`config.mk`:
```
export PLATFORM = sky130hd
export DESIGN_NAME = lcd_serial_decoder
export DESIGN_NICKNAME = d
export VERILOG_FILES = /design/src/rtl/lcd_serial_decoder.sv
export SDC_FILE = /design/constraint.sdc
export NUM_CORES = 1
export LEC_CHECK = 0
export ABC_CLOCK_PERIOD_IN_PS = 5750
export CORE_ASPECT_RATIO = 0.9
export CORE_MARGIN = 2
export CORE_UTILIZATION = 68
export CTS_CLUSTER_DIAMETER = 120
export CTS_CLUSTER_SIZE = 24
export DETAILED_ROUTE_END_ITERATION = 8
export DONT_BUFFER_PORTS = 1
export GPL_TIMING_DRIVEN = 0
export PLACE_DENSITY = 0.8
export SLEW_MARGIN = 0
export SYNTH_ARGS = -nofsm -noshare
export SYNTH_HDL_FRONTEND = slang
export SYNTH_SLANG_ARGS = --single-unit
```
`constraint.sdc`:
```
create_clock -name Clock -period 5.75 [get_ports Clock]
set_input_delay 1.725 -clock Clock [delete_from_list [all_inputs] [get_ports Clock]]
set_output_delay 1.725 -clock Clock [all_outputs]
set_load 0.01 [all_outputs]
```
`src/rtl/lcd_serial_decoder.sv`:
```
// PCD8544 (Nokia 5110) serial bus receiver: decodes command/data bytes, tracks
// the controller's address/mode state and emits a byte-write stream for a shadow frame.
`timescale 1ns/1ps
module lcd_serial_decoder #(
  parameter int COLS  = 84,
  parameter int BANKS = 6,
  parameter int XW    = 7,
  parameter int YW    = 3,
  parameter int CW    = 16
) (
  input  logic              Clock,
  input  logic              nReset,
  input  logic              nRES,
  input  logic              SCLK,
  input  logic              SDIN,
  input  logic              DnC,
  input  logic              nSCE,
  output logic              wr_en,
  output logic [XW+YW-1:0]  wr_addr,
  output logic [7:0]        wr_data,
  output logic [XW-1:0]     cur_x,
  output logic [YW-1:0]     cur_y,
  output logic              power_down,
  output logic              vaddr,
  output logic              ext_instr,
  output logic [1:0]        disp_mode,
  output logic [CW-1:0]     data_count,
  output logic [CW-1:0]     cmd_count,
  output logic              proto_err,
  output logic [CW-1:0]     err_count
);
  localparam logic [7:0] COLS8  = 8'(COLS);
  localparam logic [7:0] BANKS8 = 8'(BANKS);

  typedef enum logic {IDLE, SHIFT} state_t;

  logic [1:0] nres_q, sclk_q, sdin_q, dnc_q, nsce_q;
  logic       sclk_d;
  logic       nres_ok, rise, nsce;

  always_ff @(posedge Clock or negedge nReset)
    if (!nReset) begin
      nres_q <= '0; sclk_q <= '0; sdin_q <= '0; dnc_q <= '0; nsce_q <= '0; sclk_d <= 1'b0;
    end else begin
      nres_q <= {nres_q[0], nRES};
      sclk_q <= {sclk_q[0], SCLK};
      sdin_q <= {sdin_q[0], SDIN};
      dnc_q  <= {dnc_q[0],  DnC};
      nsce_q <= {nsce_q[0], nSCE};
      sclk_d <= sclk_q[1];
    end

  assign nres_ok = nres_q[1];
  assign rise    = sclk_q[1] & ~sclk_d;
  assign nsce    = nsce_q[1];

  state_t     state, state_nx;
  logic [2:0] bit_cnt;
  logic [7:0] sh, byte_r;
  logic       dc_r, byte_vld;
  logic       shift_en, done, abort;

  always_ff @(posedge Clock or negedge nReset)
    if (!nReset)       state <= IDLE;
    else if (!nres_ok) state <= IDLE;
    else               state <= state_nx;

  always_comb begin
    state_nx = state;
    case (state)
      IDLE:    if (!nsce) state_nx = SHIFT;
      SHIFT:   if (nsce)  state_nx = IDLE;
      default: state_nx = IDLE;
    endcase
  end

  // A last bit seen together with nSCE rising still completes the byte.
  always_comb begin
    shift_en = (state == SHIFT) && rise && (!nsce || bit_cnt == 3'd7);
    done     = shift_en && (bit_cnt == 3'd7);
    abort    = (state == SHIFT) && nsce && (bit_cnt != 3'd0) && !done;
  end

  always_ff @(posedge Clock or negedge nReset)
    if (!nReset) begin
      bit_cnt <= '0; sh <= '0; byte_r <= '0; dc_r <= 1'b0; byte_vld <= 1'b0;
    end else if (!nres_ok) begin
      bit_cnt <= '0; sh <= '0; byte_r <= '0; dc_r <= 1'b0; byte_vld <= 1'b0;
    end else begin
      byte_vld <= done;
      if (shift_en) begin
        sh      <= {sh[6:0], sdin_q[1]};
        bit_cnt <= bit_cnt + 3'd1;
      end else if (state == IDLE || nsce) begin
        bit_cnt <= '0;
      end
      if (done) begin
        byte_r <= {sh[6:0], sdin_q[1]};
        dc_r   <= dnc_q[1];
      end
    end

  logic is_data, is_cmd;
  logic c_nop, c_fs, c_dm, c_y, c_x, c_h1, y_ok, x_ok, cmd_err;

  always_comb begin
    is_data = byte_vld && dc_r;
    is_cmd  = byte_vld && !dc_r;
    c_nop   = byte_r == 8'h00;
    c_fs    = byte_r[7:5] == 3'b001;
    c_dm    = !ext_instr && byte_r[7:3] == 5'b00001 && !byte_r[1];
    c_y     = !ext_instr && byte_r[7:3] == 5'b01000;
    c_x     = !ext_instr && byte_r[7];
    c_h1    = ext_instr && (byte_r[7:2] == 6'b000001 || byte_r[7:3] == 5'b00010 || byte_r[7]);
    y_ok    = {5'd0, byte_r[2:0]} < BANKS8;
    x_ok    = {1'b0, byte_r[6:0]} < COLS8;
    cmd_err = is_cmd && !(c_nop || c_fs || c_dm || (c_y && y_ok) || (c_x && x_ok) || c_h1);
  end

  logic [XW-1:0] x_nx;
  logic [YW-1:0] y_nx;
  logic          x_end, y_end;

  always_comb begin
    x_end = cur_x == XW'(COLS - 1);
    y_end = cur_y == YW'(BANKS - 1);
    if (!vaddr) begin
      x_nx = x_end ? '0 : cur_x + XW'(1);
      y_nx = x_end ? (y_end ? '0 : cur_y + YW'(1)) : cur_y;
    end else begin
      y_nx = y_end ? '0 : cur_y + YW'(1);
      x_nx = y_end ? (x_end ? '0 : cur_x + XW'(1)) : cur_x;
    end
  end

  always_ff @(posedge Clock or negedge nReset)
    if (!nReset) begin
      wr_en <= 1'b0; wr_addr <= '0; wr_data <= '0; cur_x <= '0; cur_y <= '0;
      power_down <= 1'b1; vaddr <= 1'b0; ext_instr <= 1'b0; disp_mode <= '0;
    end else if (!nres_ok) begin
      wr_en <= 1'b0; wr_addr <= '0; wr_data <= '0; cur_x <= '0; cur_y <= '0;
      power_down <= 1'b1; vaddr <= 1'b0; ext_instr <= 1'b0; disp_mode <= '0;
    end else begin
      wr_en <= is_data;
      if (is_data) begin
        wr_addr <= {cur_y, cur_x};
        wr_data <= byte_r;
      end
      // Address advances in the cycle after the write strobe.
      if (wr_en) begin
        cur_x <= x_nx;
        cur_y <= y_nx;
      end else if (is_cmd) begin
        if (c_fs) {power_down, vaddr, ext_instr} <= byte_r[2:0];
        if (c_dm) disp_mode <= {byte_r[2], byte_r[0]};
        if (c_y && y_ok) cur_y <= YW'(byte_r[2:0]);
        if (c_x && x_ok) cur_x <= XW'(byte_r[6:0]);
      end
    end

  // Statistics survive the bus nRES; only nReset clears them.
  always_ff @(posedge Clock or negedge nReset)
    if (!nReset) begin
      data_count <= '0; cmd_count <= '0; err_count <= '0; proto_err <= 1'b0;
    end else if (nres_ok) begin
      if (is_data && data_count != '1) data_count <= data_count + CW'(1);
      if (is_cmd && cmd_count != '1)   cmd_count  <= cmd_count + CW'(1);
      if (abort || cmd_err) begin
        proto_err <= 1'b1;
        if (err_count != '1) err_count <= err_count + CW'(1);
      end
    end
endmodule

```
==> results of run 1 <==
==> how the worst max path moves through the flow <==
stage	startpoint	to	cells past startpoint
3_5_place_dp	cur_x[0]	cur_y[0]	7
6_report	power_down	power_down	0
5_1_grt	cur_x[0]	cur_y[0]	7
2_1_floorplan	byte_r[5]	err_count[8]	7
3_3_place_gp	byte_r[5]	err_count[8]	7
4_1_cts	power_down	power_down	0
==> layer usage <==
metal / up-vias / share of wire (%)
met1: 1848 / 43
met5: - / 0
met3: 28 / 6.5
met2: 141 / 48
met4: 0 / 2.1
li1: 1729 / -
==> through the flow <==
stage	util, %	cells
2_1_floorplan	-	474
3_3_place_gp	73.0	567
3_5_place_dp	73.0	567
4_1_cts	81.0	598
5_1_grt	81.0	598
6_report	81.0	598
==> power breakdown <==
part           internal (mW)  switching (mW)  total (mW)
clock                  0.663           0.347        1.01
combinational        0.00481          0.0121      0.0169
sequential             0.817         0.00457       0.821
==> layout make-up <==
type / count / area share, %
sequential: 115 / 49.8
multi-input combinational: 329 / 36.3
clock buffer: 20 / 7.52
clock inverter: 11 / 2.36
tap: 93 / 2.01
buffer: 15 / 1.08
inverter: 15 / 0.973
==> cell families (layout without fill, tap and decap cells) <==
family | Yosys count | count (layout) | synth area share, %
adders and majority gates | 7 | 7 | 1.72
DFF | 115 | 115 | 56.5
xor gates and xnor gates | 37 | 37 | 6.36
AOI/OAI and AO/OA | 82 | 82 | 11.0
buffers and inverters | 30 | 61 | 2.33
and+or+nand+nor | 184 | 184 | 18.2
muxes | 19 | 19 | 3.98
==> placed cells by master (no fill, tap or decap), types with 2 or more instances in the layout <==
master and n:
sky130_fd_sc_hd__nand4_1 13, sky130_fd_sc_hd__clkbuf_1 13, sky130_fd_sc_hd__nand3_1 19, sky130_fd_sc_hd__dfrtp_1 114, sky130_fd_sc_hd__a31oi_1 2, sky130_fd_sc_hd__inv_2 2
sky130_fd_sc_hd__xnor2_1 22, sky130_fd_sc_hd__nor2b_1 5, sky130_fd_sc_hd__nor4_1 2, sky130_fd_sc_hd__a32oi_1 2, sky130_fd_sc_hd__inv_1 12, sky130_fd_sc_hd__clkinv_2 6
sky130_fd_sc_hd__a22o_1 15, sky130_fd_sc_hd__ha_1 7, sky130_fd_sc_hd__nand2b_1 7, sky130_fd_sc_hd__o21ai_0 9, sky130_fd_sc_hd__and2_1 3, sky130_fd_sc_hd__and4_1 4
sky130_fd_sc_hd__a22oi_1 2, sky130_fd_sc_hd__nand3b_1 4, sky130_fd_sc_hd__clkbuf_8 2, sky130_fd_sc_hd__or2_1 2, sky130_fd_sc_hd__clkbuf_16 16, sky130_fd_sc_hd__buf_2 2
sky130_fd_sc_hd__a21oi_1 26, sky130_fd_sc_hd__o21ai_1 10, sky130_fd_sc_hd__mux2i_1 9, sky130_fd_sc_hd__o31ai_1 3, sky130_fd_sc_hd__nand2_1 55, sky130_fd_sc_hd__nand4b_1 2
sky130_fd_sc_hd__nor3_1 8, sky130_fd_sc_hd__nor4b_1 4, sky130_fd_sc_hd__mux2_1 10, sky130_fd_sc_hd__bufinv_16 3, sky130_fd_sc_hd__and3_1 11, sky130_fd_sc_hd__nor2_1 40
sky130_fd_sc_hd__xor2_1 15, sky130_fd_sc_hd__o22ai_1 4
==> registers in the layout (all words and copies together) (netlist names), 2 cells and up <==
register    count
bit_cnt         3
byte_r          8
cmd_count      16
cur_x           7
cur_y           3
data_count     16
disp_mode       2
dnc_q           2
err_count      16
nres_q          2
nsce_q          2
sclk_q          2
sdin_q          2
sh              7
wr_addr        10
wr_data         8
==> key figures, run 1 <==
Power and ir drop
  • Areal power density over the cells: roughly 320 nW/um2
  • Highest ir drop seen on vdd: about 0.24 mV
  • Sum of internal, switching and leakage power: 1.85 mW
  • Leak: between 2 and 3 nW

Global routing
  • First-pass GRT wire length: roughly 18 mm
  • GRT Resource Usage Total: 29.1%
  • Global-route met1 utilization: a little under two fifths
  • Most Crowded Layer GR: met2
  • Number of antenna violations at the first check in global routing: 0
  • Maximum number of pins on one net before global-route repair: ~120
  • Met3 usage in global routing: between 10% and 20%
  • Aggregate global routing overflow: 0
  • Number of global-route vias before repair: around 3700
  • Fraction of met2 tracks used by global routing: around 44%

Synth
  • Total of flip-flops plus latches after synthesis: about 120
  • Most area-consuming cells after synthesis: sky130_fd_sc_hd__dfrtp_1 56%, sky130_fd_sc_hd__nand2_1 4.0%, sky130_fd_sc_hd__xnor2_1 3.8%
  • Share of synthesized registers carrying an async set or reset: 100%
  • Ys Warns: 0
  • Post-synth EDFFs: 0
  • Dominant register cell in the synthesized netlist: sky130_fd_sc_hd__dfrtp_1
  • Mean area per synthesized cell: about 11 um2
  • Number of distinct standard cells referenced by the synthesized netlist: 52
  • Synth Cell Area: ~5000 um2
  • Commonest cells in the netlist: 114 x sky130_fd_sc_hd__dfrtp_1, 55 x sky130_fd_sc_hd__nand2_1, 40 x sky130_fd_sc_hd__nor2_1
  • Number of instances in the synthesized netlist: about 470
  • Number of nets in the synthesized netlist: about 490
  • Post-synthesis sequential area ratio: 56.5%
  • Cell taking the most area after synthesis: sky130_fd_sc_hd__dfrtp_1
  • Portion of synthesized cell area occupied by the leading cell type: 56.0%
  • Cell with the most instances after synthesis: sky130_fd_sc_hd__dfrtp_1

Floorplanning
  • Number of placement rows: 29
  • Die ar.: a little over 8000 um2
  • Top Ports: 90
  • Die W: about 95 um
  • Vert. Die Dim: between 80 and 90 um
  • Initial Util: a little over 70%
  • Core region area: 7150 um2

Route
  • Detailed-route wire length: ~11 mm
  • WL/cell: 18.4 um
  • Number of violations reported at the end of detailed-routing iteration 0: 222
  • Total vias in the final route: around 3700
  • First-pass iteration count of the detailed router: 4
  • Drt via density: roughly 6.3
  • Remaining number of nets flagged by the antenna check after routing: 0
  • DR DRC count: 0

Finish
  • Area grow syn2layout: 13.5%
  • Fillers: 416
  • Area of all placed cells without fillers: 5790 um2
  • Layout net count: just over 500
  • Multi-input gate area in the final layout: ~2100 um2
  • Layout cell share with drive strength beyond 1: 7.92%
  • Storage cell area: 2880 um2
  • Diode count: 0

Run
  • Number of maximum-capacitance constraint violations: 0

Timing
  • Achievable Freq: roughly 0.36 GHz
  • Min Tclk post-route: 2.81 ns
  • Final setup fails: 0
  • Final clock period utilization by the worst path: around half
  • Final Hold Violating Endpoints: 0
  • Slew @ Worst Pin: between 0.6 and 0.7 ns
  • Final clock skew: ~0.011 ns
  • Total Negative Setup Slacks: 0 ns
  • Setup repair after global routing missed its margin: no
  • Pins Over Slew Limit: 0
  • Worst setup margin: about 3 ns
  • Max transition margin: 53.6%
  • Final worst hold slack: 0.346 ns

Worst hold path
  • Class of the tightest hold or removal check: reg -> reg
  • Startpoint of the worst hold path: sdin_q[0]
  • Capture endpoint of the worst hold path: sdin_q[1]
  • Number of cells on the worst hold path: 0

Place
  • # port buffers: 0
  • Placement-stage cell area: between 5000 and 6000 um2
  • Post-place setup slack: around 3.2 ns
  • Detailed placer's ending HPWL: around 7.1 mm
  • Global placer's final weighted congestion: around 0.86

Critical path
  • Reg-to-reg critical path startpoint: cur_x[0]
  • Setup crit start kind: flip-flop
  • Worst Reg-to-Reg Cells: 7
  • Required time reported for the critical path endpoint: between 4 and 5 ns
  • Critical path data arrival time: ~1.1 ns
  • Worst reg2reg setup slack: just over 3 ns
  • Type of the setup path with the least slack: reg -> out
  • Reg-to-reg critical path endpoint: cur_y[0]
  • Largest fanout of any net on the critical path: 2
  • Crit path capture type: output pin

CTS
  • Maximum number of buffers from clock root to sink: 2
  • Root buf cell: sky130_fd_sc_hd__clkbuf_8
  • H-tree Lvls: 4
  • Cts bufs inserted: 17
  • Insertion delay of the later-clocked pin in the worst-skew pair: 0.52 ns
  • Clock tree from TritonCTS: built
  • Number of buffers inserted for hold repair after clock tree synthesis: 0
  • Clock-pin slew on the worst setup and hold paths: around 0.05 ns
  • PostCTS Resize Cnt: 0
  • Setup Buffers After CTS: 0
  • Sink Count: approximately 120

Run status
  • Result of the run: finished, final reports clean
(Power assumes the default switching activity.)
==> run 2: changes to the inputs <==
--- a/config.mk
+++ b/config.mk
@@ -5,16 +5,16 @@
 export SDC_FILE = /design/constraint.sdc
 export NUM_CORES = 1
 export LEC_CHECK = 0
-export ABC_CLOCK_PERIOD_IN_PS = 5750
+export ABC_CLOCK_PERIOD_IN_PS = 2800
 export CORE_ASPECT_RATIO = 0.9
 export CORE_MARGIN = 2
-export CORE_UTILIZATION = 68
+export CORE_UTILIZATION = 63
 export CTS_CLUSTER_DIAMETER = 120
 export CTS_CLUSTER_SIZE = 24
 export DETAILED_ROUTE_END_ITERATION = 8
 export DONT_BUFFER_PORTS = 1
 export GPL_TIMING_DRIVEN = 0
-export PLACE_DENSITY = 0.8
+export PLACE_DENSITY = 0.75
 export SLEW_MARGIN = 0
 export SYNTH_ARGS = -nofsm -noshare
 export SYNTH_HDL_FRONTEND = slang
==> constraint.sdc (replaced) <==
create_clock -name Clock -period 2.8 [get_ports Clock]
set_input_delay 0.84 -clock Clock [delete_from_list [all_inputs] [get_ports Clock]]
set_output_delay 0.84 -clock Clock [all_outputs]
set_load 0.01 [all_outputs]
==> key figures, run 2 (synthesis results as in run 1) <==
Timing
  • Total Negative Setup Slacks: 0 ns (unchanged)
  • Worst setup margin: 0.202 ns (-2.74 ns)
  • Final clock period utilization by the worst path: 92.8%
  • Final setup fails: 0 (unchanged)
  • Max transition margin: 52.1% (-1.5 points)
  • Slew @ Worst Pin: 0.718 ns (+0.0232 ns)
  • Final Hold Violating Endpoints: 0 (unchanged)
  • Final worst hold slack: 0.0345 ns (-0.311 ns)
  • Final clock skew: 0.0117 ns (+0.000387 ns)
  • Min Tclk post-route: between 2 and 3 ns
  • Achievable Freq: 0.385 GHz
  • Pins Over Slew Limit: 0 (unchanged)
  • Setup repair after global routing missed its margin: no

Run
  • Number of maximum-capacitance constraint violations: 0 (unchanged)

Finish
  • Area grow syn2layout: 14.4%
  • Most frequent cells in the layout: 114 x sky130_fd_sc_hd__dfrtp_1, 55 x sky130_fd_sc_hd__nand2_1, 40 x sky130_fd_sc_hd__nor2_1
  • Layout cell share with drive strength beyond 1: 7.71% (-0.21 points)
  • Fillers: 533 (+28%)
  • Multi-input gate area in the final layout: 2100 um2 (unchanged)
  • Storage cell area: 2880 um2 (unchanged)
  • Diode count: 0 (unchanged)
  • Most common cell after layout, fill and taps aside: sky130_fd_sc_hd__dfrtp_1
  • Regs by FF count: cmd_count x16, data_count x16, err_count x16
  • Layout net count: 509 (+0.39%)
  • Area of all placed cells without fillers: 5830 um2 (+0.76%)

Power and ir drop
  • Highest ir drop seen on vdd: 0.687 mV (+190%)
  • P_sw: 0.727 mW (+100%)
  • Fraction of power spent switching nets: 19.1% (-0.59 points)
  • Leak: 2.67 nW (+0.63%)
  • Part of the total power dissipated in the clock network: 54.5% (about the same)
  • Areal power density over the cells: 654 nW/um2 (+100%)
  • Combinational group share of total power: 1.2% (+0.3 points)
  • Sequential share of power: 44.3% (about the same)
  • Power Internal: 3.09 mW (+110%)

Route
  • Drt via density: 6.11 (-2.5%)
  • Remaining number of nets flagged by the antenna check after routing: 0 (unchanged)
  • WL/cell: 17.4 um (-5.8%)
  • First-pass iteration count of the detailed router: 4 (unchanged)
  • Detailed-route wire length: 10.5 mm (-4.7%)
  • DR DRC count: 0 (unchanged)
  • Number of violations reported at the end of detailed-routing iteration 0: 230 (+3.6%)
  • Total vias in the final route: 3696 (-1.3%)

Floorplanning
  • Die W: 98.8 um (+3.7%)
  • Number of placement rows: 31 (+6.9%)
  • Core region area: 7950 um2 (+11%)
  • Top Ports: 90 (unchanged)
  • Die ar.: 8830 um2 (+7.6%)
  • Vert. Die Dim: 89.3 um (+3.7%)
  • Initial Util: 64.1% (-7.2 points)

CTS
  • Maximum number of buffers from clock root to sink: 2 (unchanged)
  • Insertion delay of the later-clocked pin in the worst-skew pair: 0.51 ns (about the same)
  • Root buf cell: sky130_fd_sc_hd__clkbuf_8
  • Clock tree from TritonCTS: built
  • Clock-pin slew on the worst setup and hold paths: 0.06 ns (about the same)
  • Sink Count: 115 (unchanged)
  • Setup Buffers After CTS: 0 (unchanged)
  • Cts bufs inserted: 17 (unchanged)
  • H-tree Lvls: 4 (unchanged)

Critical path
  • Worst Reg-to-Reg Cells: 7 (unchanged)
  • Required time reported for the critical path endpoint: 3.19 ns (-0.84 ns)
  • Setup crit start kind: flip-flop
  • Critical path data arrival time: 2.99 ns (+1.91 ns)
  • Type of the setup path with the least slack: reg -> reg
  • Largest fanout of any net on the critical path: 8 (+6)
  • Crit path capture type: flip-flop

Global routing
  • Aggregate global routing overflow: 0 (unchanged)
  • GRT Resource Usage Total: 24.1% (-5.0 points)
  • First-pass GRT wire length: 16.6 mm (-8.4%)
  • Number of antenna violations at the first check in global routing: 0 (unchanged)
  • Number of global-route vias before repair: 3365 (-7.9%)
  • Maximum number of pins on one net before global-route repair: 116 (unchanged)

Place
  • Placement-stage cell area: 5220 um2 (+0.14%)
  • Detailed placer's ending HPWL: 6.85 mm (-3.8%)
  • Global placer's final weighted congestion: 0.870 (+0.98%)
  • # port buffers: 0 (unchanged)
  • Post-place setup slack: 0.257 ns (-2.92 ns)

Run status
  • Result of the run: finished, final reports clean

Worst hold path
  • Class of the tightest hold or removal check: in -> async
[run 2: cell types whose count changed in the layout (fill, tap and decap cells not counted), sizes merged]
cell         previous run  this run
buf                     4         5
clkinv                  8         3
bufinv                  3         2
clkbuf                 31        37
dlygate4sd3             0         1
clkinvlp                1         0
[run 2: metrics by stage]
step	total power, mW	util [%]	std cells
finish	3.81	73.3	605
global route	3.93	73.3	605
CTS	3.83	73.0	603
detailed placement	1.75	65.7	573
global placement	1.75	65.7	573
floorplan	1.74	-	474
[run 2: worst paths after layout]
kind / startpoint / endpoint / slack, ns
max: byte_r[5] / err_count[8] / 0.20
min: nReset / proto_err / 0.03
max reg2reg: byte_r[5] / err_count[8] / 0.20
min reg2reg: nres_q[0] / nres_q[1] / 0.35
max in group asynchronous: nReset / err_count[0] / 2.03
min in group Clock: nres_q[0] / nres_q[1] / 0.35
[run 2: critical path: stages (launching register included)]
cell and delay, ns:
sky130_fd_sc_hd__dfrtp_1 0.35, sky130_fd_sc_hd__buf_2 0.17, sky130_fd_sc_hd__or4b_4 0.56, sky130_fd_sc_hd__a2111oi_4 0.32, sky130_fd_sc_hd__and4b_1 0.27, sky130_fd_sc_hd__a31oi_4 0.30
sky130_fd_sc_hd__nand4b_1 0.17, sky130_fd_sc_hd__mux2_1 0.33
[run 2: power by group through the flow]
| stage | sequential [mW] | combinational (mW) | clock [mW] |
|---|---|---|---|
| 2_1_floorplan | 1.71 | 0.0260 | 0 |
| 3_3_place_gp | 1.71 | 0.0327 | 0 |
| 3_5_place_dp | 1.71 | 0.0336 | 0 |
| 4_1_cts | 1.69 | 0.0338 | 2.11 |
| 5_1_grt | 1.69 | 0.0532 | 2.19 |
| 6_report | 1.69 | 0.0471 | 2.08 |
[run 2: final cells by class]
class | instances | share of cell area [%]
plain buffers | 15 | 1.07
inverters | 15 | 0.966
clock inverters | 4 | 1.20
multi-input cells | 329 | 36.0
flip-flops and latches | 115 | 49.4
repair buffers | 2 | 0.515
clock buffers | 26 | 8.71
well taps | 99 | 2.12
[run 2: what timing repair did]
| action | CTS | global route |
|---|---|---|
| resized for setup | 0 | 0 |
| hold buffers | 0 | 2 |
| endpoints found under the hold margin | 0 | 31 |
| setup endpoints to repair | 0 | 0 |
[run 2: layer usage]
metal | track usage, % | wire (um) | vias up
li1 | - | - | 1725
met1 | 32.7 | 4750 | 1855
met2 | 37.3 | 5060 | 107
met3 | 8.37 | 595 | 9
met4 | 7.35 | 100 | 0
met5 | 0 | 0 | -
